`src/rtl/arb_pkg.sv`:
```
// Shared types and constants for the four-requester round-robin arbiter.
// Build option: ARB_TIMEOUT_EN compiles in the forced-release hold counter.
package arb_pkg;

   localparam int unsigned NUM_REQ          = 4;
   localparam int unsigned IDX_W            = 2;
   localparam int unsigned MAX_HOLD_DEFAULT = 15;

   typedef enum logic {
      IDLE  = 1'b0,
      GRANT = 1'b1
   } arb_state_e;

   // One-hot grant vector for a requester index.
   function automatic logic [NUM_REQ-1:0] idx2onehot(input logic [IDX_W-1:0] idx);
      return NUM_REQ'(1) << idx;
   endfunction

endpackage

```
`src/rtl/rr_pick4.sv`:
```
// Combinational round-robin selector: first requester after ptr, wrapping, ptr itself last.
module rr_pick4
   import arb_pkg::*;
(
   input  logic [NUM_REQ-1:0] req,
   input  logic [IDX_W-1:0]   ptr,
   output logic               found,
   output logic [IDX_W-1:0]   idx
);

   logic [IDX_W-1:0] cand;

   // Scan from farthest to nearest so the nearest hit after ptr wins.
   always_comb begin
      found = 1'b0;
      idx   = ptr;
      cand  = ptr;
      for (int k = NUM_REQ - 1; k >= 0; k--) begin
         cand = ptr + IDX_W'(k + 1);
         if (req[cand]) begin
            found = 1'b1;
            idx   = cand;
         end
      end
   end

endmodule

```
`src/rtl/round_robin_arbiter4.sv`:
```
// Four-requester round-robin arbiter with registered one-hot grant and no direct handoff.
// Build option: ARB_TIMEOUT_EN bounds each grant to MAX_HOLD cycles and pulses timeout.
module round_robin_arbiter4
   import arb_pkg::*;
#(
   parameter int unsigned MAX_HOLD = MAX_HOLD_DEFAULT,
   parameter int unsigned CNT_W    = 4
) (
   input  logic               clk,
   input  logic               rst,
   input  logic [NUM_REQ-1:0] req,
   output logic [NUM_REQ-1:0] gnt,
   output logic [IDX_W-1:0]   gnt_id,
   output logic               busy,
   output logic               timeout
);

   // The hold counter must be able to reach MAX_HOLD-1.
   if (MAX_HOLD == 0 || (64'(1) << CNT_W) <= 64'(MAX_HOLD)) begin : g_bad_cfg
      $error("round_robin_arbiter4: need 0 < MAX_HOLD < 2**CNT_W");
   end

   arb_state_e         state_q, state_d;
   logic [IDX_W-1:0]   ptr_q, ptr_d;
   logic [NUM_REQ-1:0] gnt_q, gnt_d;
   logic [IDX_W-1:0]   gnt_id_q, gnt_id_d;
   logic               busy_q, busy_d;

   logic               pick_found;
   logic [IDX_W-1:0]   pick_idx;
   logic               owner_req;
   logic               hold_expired;

   rr_pick4 u_pick (
      .req   (req),
      .ptr   (ptr_q),
      .found (pick_found),
      .idx   (pick_idx)
   );

   assign owner_req = req[gnt_id_q];

`ifdef ARB_TIMEOUT_EN
   logic [CNT_W-1:0] cnt_q, cnt_d;
   logic             timeout_q, timeout_d;

   assign hold_expired = (cnt_q == CNT_W'(MAX_HOLD - 1));

   // Hold counter restarts on every grant entry and counts GRANT cycles.
   always_comb begin
      cnt_d     = cnt_q;
      timeout_d = 1'b0;
      case (state_q)
         IDLE: begin
            if (pick_found) cnt_d = '0;
         end
         GRANT: begin
            if (owner_req && hold_expired) timeout_d = 1'b1;
            else if (owner_req)            cnt_d     = cnt_q + CNT_W'(1);
         end
         default: ;
      endcase
   end

   always_ff @(posedge clk or posedge rst) begin
      if (rst) begin
         cnt_q     <= '0;
         timeout_q <= 1'b0;
      end else begin
         cnt_q     <= cnt_d;
         timeout_q <= timeout_d;
      end
   end

   assign timeout = timeout_q;
`else
   assign hold_expired = 1'b0;
   assign timeout      = 1'b0;
`endif

   // State register.
   always_ff @(posedge clk or posedge rst) begin
      if (rst) state_q <= IDLE;
      else     state_q <= state_d;
   end

   // Next-state logic.
   always_comb begin
      state_d = state_q;
      case (state_q)
         IDLE:    if (pick_found) state_d = GRANT;
         GRANT:   if (!owner_req || hold_expired) state_d = IDLE;
         default: state_d = IDLE;
      endcase
   end

   // Next values of the registered outputs and the round-robin pointer.
   always_comb begin
      ptr_d    = ptr_q;
      gnt_d    = gnt_q;
      gnt_id_d = gnt_id_q;
      busy_d   = busy_q;
      case (state_q)
         IDLE: begin
            if (pick_found) begin
               gnt_d    = idx2onehot(pick_idx);
               gnt_id_d = pick_idx;
               busy_d   = 1'b1;
               ptr_d    = pick_idx;
            end
         end
         GRANT: begin
            if (!owner_req || hold_expired) begin
               gnt_d  = '0;
               busy_d = 1'b0;
            end
         end
         default: begin
            gnt_d  = '0;
            busy_d = 1'b0;
         end
      endcase
   end

   // Pointer resets to 3 so requester 0 has first priority.
   always_ff @(posedge clk or posedge rst) begin
      if (rst) begin
         ptr_q    <= IDX_W'(NUM_REQ - 1);
         gnt_q    <= '0;
         gnt_id_q <= '0;
         busy_q   <= 1'b0;
      end else begin
         ptr_q    <= ptr_d;
         gnt_q    <= gnt_d;
         gnt_id_q <= gnt_id_d;
         busy_q   <= busy_d;
      end
   end

   assign gnt    = gnt_q;
   assign gnt_id = gnt_id_q;
   assign busy   = busy_q;

endmodule

```
`config.mk`:
```
export PLATFORM = sky130hd
export DESIGN_NAME = round_robin_arbiter4
export DESIGN_NICKNAME = d
export VERILOG_FILES = /design/src/rtl/arb_pkg.sv /design/src/rtl/rr_pick4.sv /design/src/rtl/round_robin_arbiter4.sv
export SDC_FILE = /design/constraint.sdc
export NUM_CORES = 1
export LEC_CHECK = 0
export ABC_AREA = 0
export BUFFER_PORTS_ARGS = -buffer_cell sky130_fd_sc_hd__clkbuf_2
export CAP_MARGIN = 10
export CORE_MARGIN = 2
export CORE_UTILIZATION = 35
export DETAILED_ROUTE_END_ITERATION = 8
export HOLD_SLACK_MARGIN = 0.02
export SLEW_MARGIN = 5
export SYNTH_ARGS = -nofsm -noshare
export SYNTH_HDL_FRONTEND = slang
export SYNTH_SLANG_ARGS = --single-unit
export TNS_END_PERCENT = 50
```
`constraint.sdc`:
```
create_clock -name clk -period 2.7 [get_ports clk]
set_clock_uncertainty 0.15 [all_clocks]
set_input_delay 0.135 -clock clk [delete_from_list [all_inputs] [get_ports clk]]
set_output_delay 0.135 -clock clk [all_outputs]
set_load 0.02 [all_outputs]
```
==> qor.yml <==
synth_top_family_by_area: "compound AO/OA/AOI/OAI gates"
path_buf_inv: 0
tightest_slew_ns: 0.5575
yosysTopAreaCell: "dfrtp_1"
whs_ns: 0.1956
worst_setup_path_start_kind: "flop"
syn-num-nets: 54
grt_pass1_wl_mm: 1.649
critPathArrivalTime_ns: 1.79
power_density_nw_per_um2: 1244
crit_fanout: 8
peakVddDrop_v: 0.0005006
postSynthCellCount: 48
slew_headroom: 0.6269
clkTransAtPathRegs_ns: 0.06
syn_area_per_cell_sq_um: 10.90
avgRoutedWirePerCell_microns: 12.00
yosysWarnings: 0
status: "completed"
grt_overflow: 0
dieHeight_microns: 42.66
wl_met2_microns: 429
hold_viol: 0
rows: 13
end_kind: "flop"
diodes: 0
synthTopCellsByCount: "dfrtp_1, a21oi_1, nor2_1"
cpMaxStageDelayCell: "dfstp_2"
cts-root-buf: "clkbuf_4"
die_area_sq_um: 1819
drt_wl_total_microns: 936
tritoncts: "done"
ys_top_cells_by_area: "dfrtp_1, dfstp_2, a21oi_1"
muxShareOfSynthArea: 0.09091
synth_top_area_frac: 0.3828
critical_path_required_ns: 2.75
grt_max_degree: 11
synth_compound_area_frac: 0.2081
post-dp-hpwl_microns: 744
ant_nets: 0
cp_top_family: "compound AO/OA/AOI/OAI gates"
track_usage: 0.1250
clock_latency_ns: 0.27
drive_gt1_frac: 0.3968
nFillCells: 139
cts-buffers-inserted: 3
start_util: 0.3874
max_stage_delay_ns: 0.61
firstDrtPassIters: 2
cap_violations: 0
first_global_vias: 391
viasPerCell: 5.141
netlist_area_sq_um: 523.0
syn_to_final_growth_pct: 21.05
synth_cell_types: 26
drt_iter0_drc: 1
post_cts_buffers: 0
met3_length_microns: 56
async_flop_share: 1.000
fmaxAchievable_ghz: 0.5746
synth_edf_count: 0
cts.sinks: 10
synth-simple-area-share: 0.1603
clk_path_buf_depth: 2
synth.most_common_cell: "dfrtp_1"
place_congestion: 0.7334
leakage_nw: 0.2994
fin_crit_ns: 1.740
core_sq_um: 1350
wl_met1_microns: 449
synth_xor_area_frac: 0
ys_ff_latch: 10
synth_ff_type: "dfrtp_1"
synth_seq_area_share: 0.4833
path_class: "flop to flop"
top_layer: "met3"
finalSetupViolations: 0
slew_violations: 0
nets: 70
die_w_microns: 42.66
num_vias: 401
fin_setup_tns_ns: 0
rsz0062_at_grt: "no"
pin_count: 14
worstHoldPathType: "primary input to flop"
antenna_found_initial: 0
synth-adder-area-share: 0
htreeDepth: 1
crit_chain: "mux2i_1 > nor2_1 > a311oi_2 > a32o_1"
drc: 0
port-buffer-count: 12
post-route-period-util: 0.6446
-- registers in the layout, indices dropped and copies added (netlist names) --
signal   cells
state_q      1
ptr_q        2
gnt_id       2
gnt          4
busy         1
-- tightest hold or removal path, stage by stage --
cell,delay [ns]
clkbuf_2,0.12
nor4_2,0.07
o41ai_1,0.25
-- layout make-up --
cell class                      instances  area (sq um)  area share
Sequential cell                        10         252.7      0.3992
Multi-Input combinational cell         33         244.0      0.3854
Timing Repair Buffer                   13         70.07      0.1107
Clock buffer                            4         36.28     0.05731
Tap cell                               15         18.77     0.02964
Inverter                                3         11.26     0.01779
-- through the flow --
step                total power [mW]  cells  worst slack (ns)  area, sq um    util
floorplan                     0.5690     48            0.9355        523.0       -
global placement              0.6595     73            0.9766        586.8  0.4347
detailed placement            0.6610     73            0.9377        586.8  0.4347
CTS                           0.7979     78            0.9428        633.1  0.4690
global route                  0.8514     78            0.8428        633.1  0.4690
finish                        0.7877     78            0.9596        633.1  0.4690
-- cells by family (layout without fill, tap and decap cells) --
kind of cell,after synthesis,count (layout)
mux,3,3
compound gates,14,14
buf+inv,5,20
simple gates,15,15
flops,10,10
other cells,1,1
-- where the power goes --
part	switching [mW]	internal (mW)
Sequential	0.0704	0.235
Combinational	0.192	0.156
Clock	0.0527	0.0819
-- cells in the final DEF (no fill, tap or decap), drive strengths merged --
master / instances
a21o: 1
a21oi: 5
a22o: 1
a311oi: 1
a32o: 1
and3b: 1
clkbuf: 16
conb: 1
dfrtp: 8
dfstp: 2
dlygate4sd3: 1
inv: 3
mux2: 1
mux2i: 1
mux4: 1
nand2: 3
nand2b: 1
nor2: 5
nor2b: 1
nor3: 1
nor4: 1
o21a: 2
o21ai: 1
o31ai: 1
o41ai: 1
or2b: 1
or3: 1
-- path summary, 6_finish.rpt --
check	end	cells past startpoint	slack, ns	from
setup / recovery	gnt[0]	4	0.96	ptr_q[1]
hold / removal	gnt[3]	3	0.20	req[2]
setup reg to reg	gnt[0]	4	0.96	ptr_q[1]
hold reg to reg	gnt[3]	2	0.33	gnt[3]
max in group asynchronous	ptr_q[1]	3	1.87	rst
min in group asynchronous	gnt[1]	3	0.22	rst
-- timing repair --
item / CTS / global route
endpoints found under the hold margin: 10 / 0
resized for setup: 0 / 0
hold buffers: 1 / 0
-- metal layers --
| metal | GRT usage | vias up |
|---|---|---|
| met5 | 0 | - |
| met1 | 0.1555 | 188 |
| met3 | 0.07660 | 0 |
| met4 | 0.01875 | 0 |
| met2 | 0.1879 | 10 |
| li1 | - | 203 |
No activity file was read; power rests on OpenSTA's default activity.
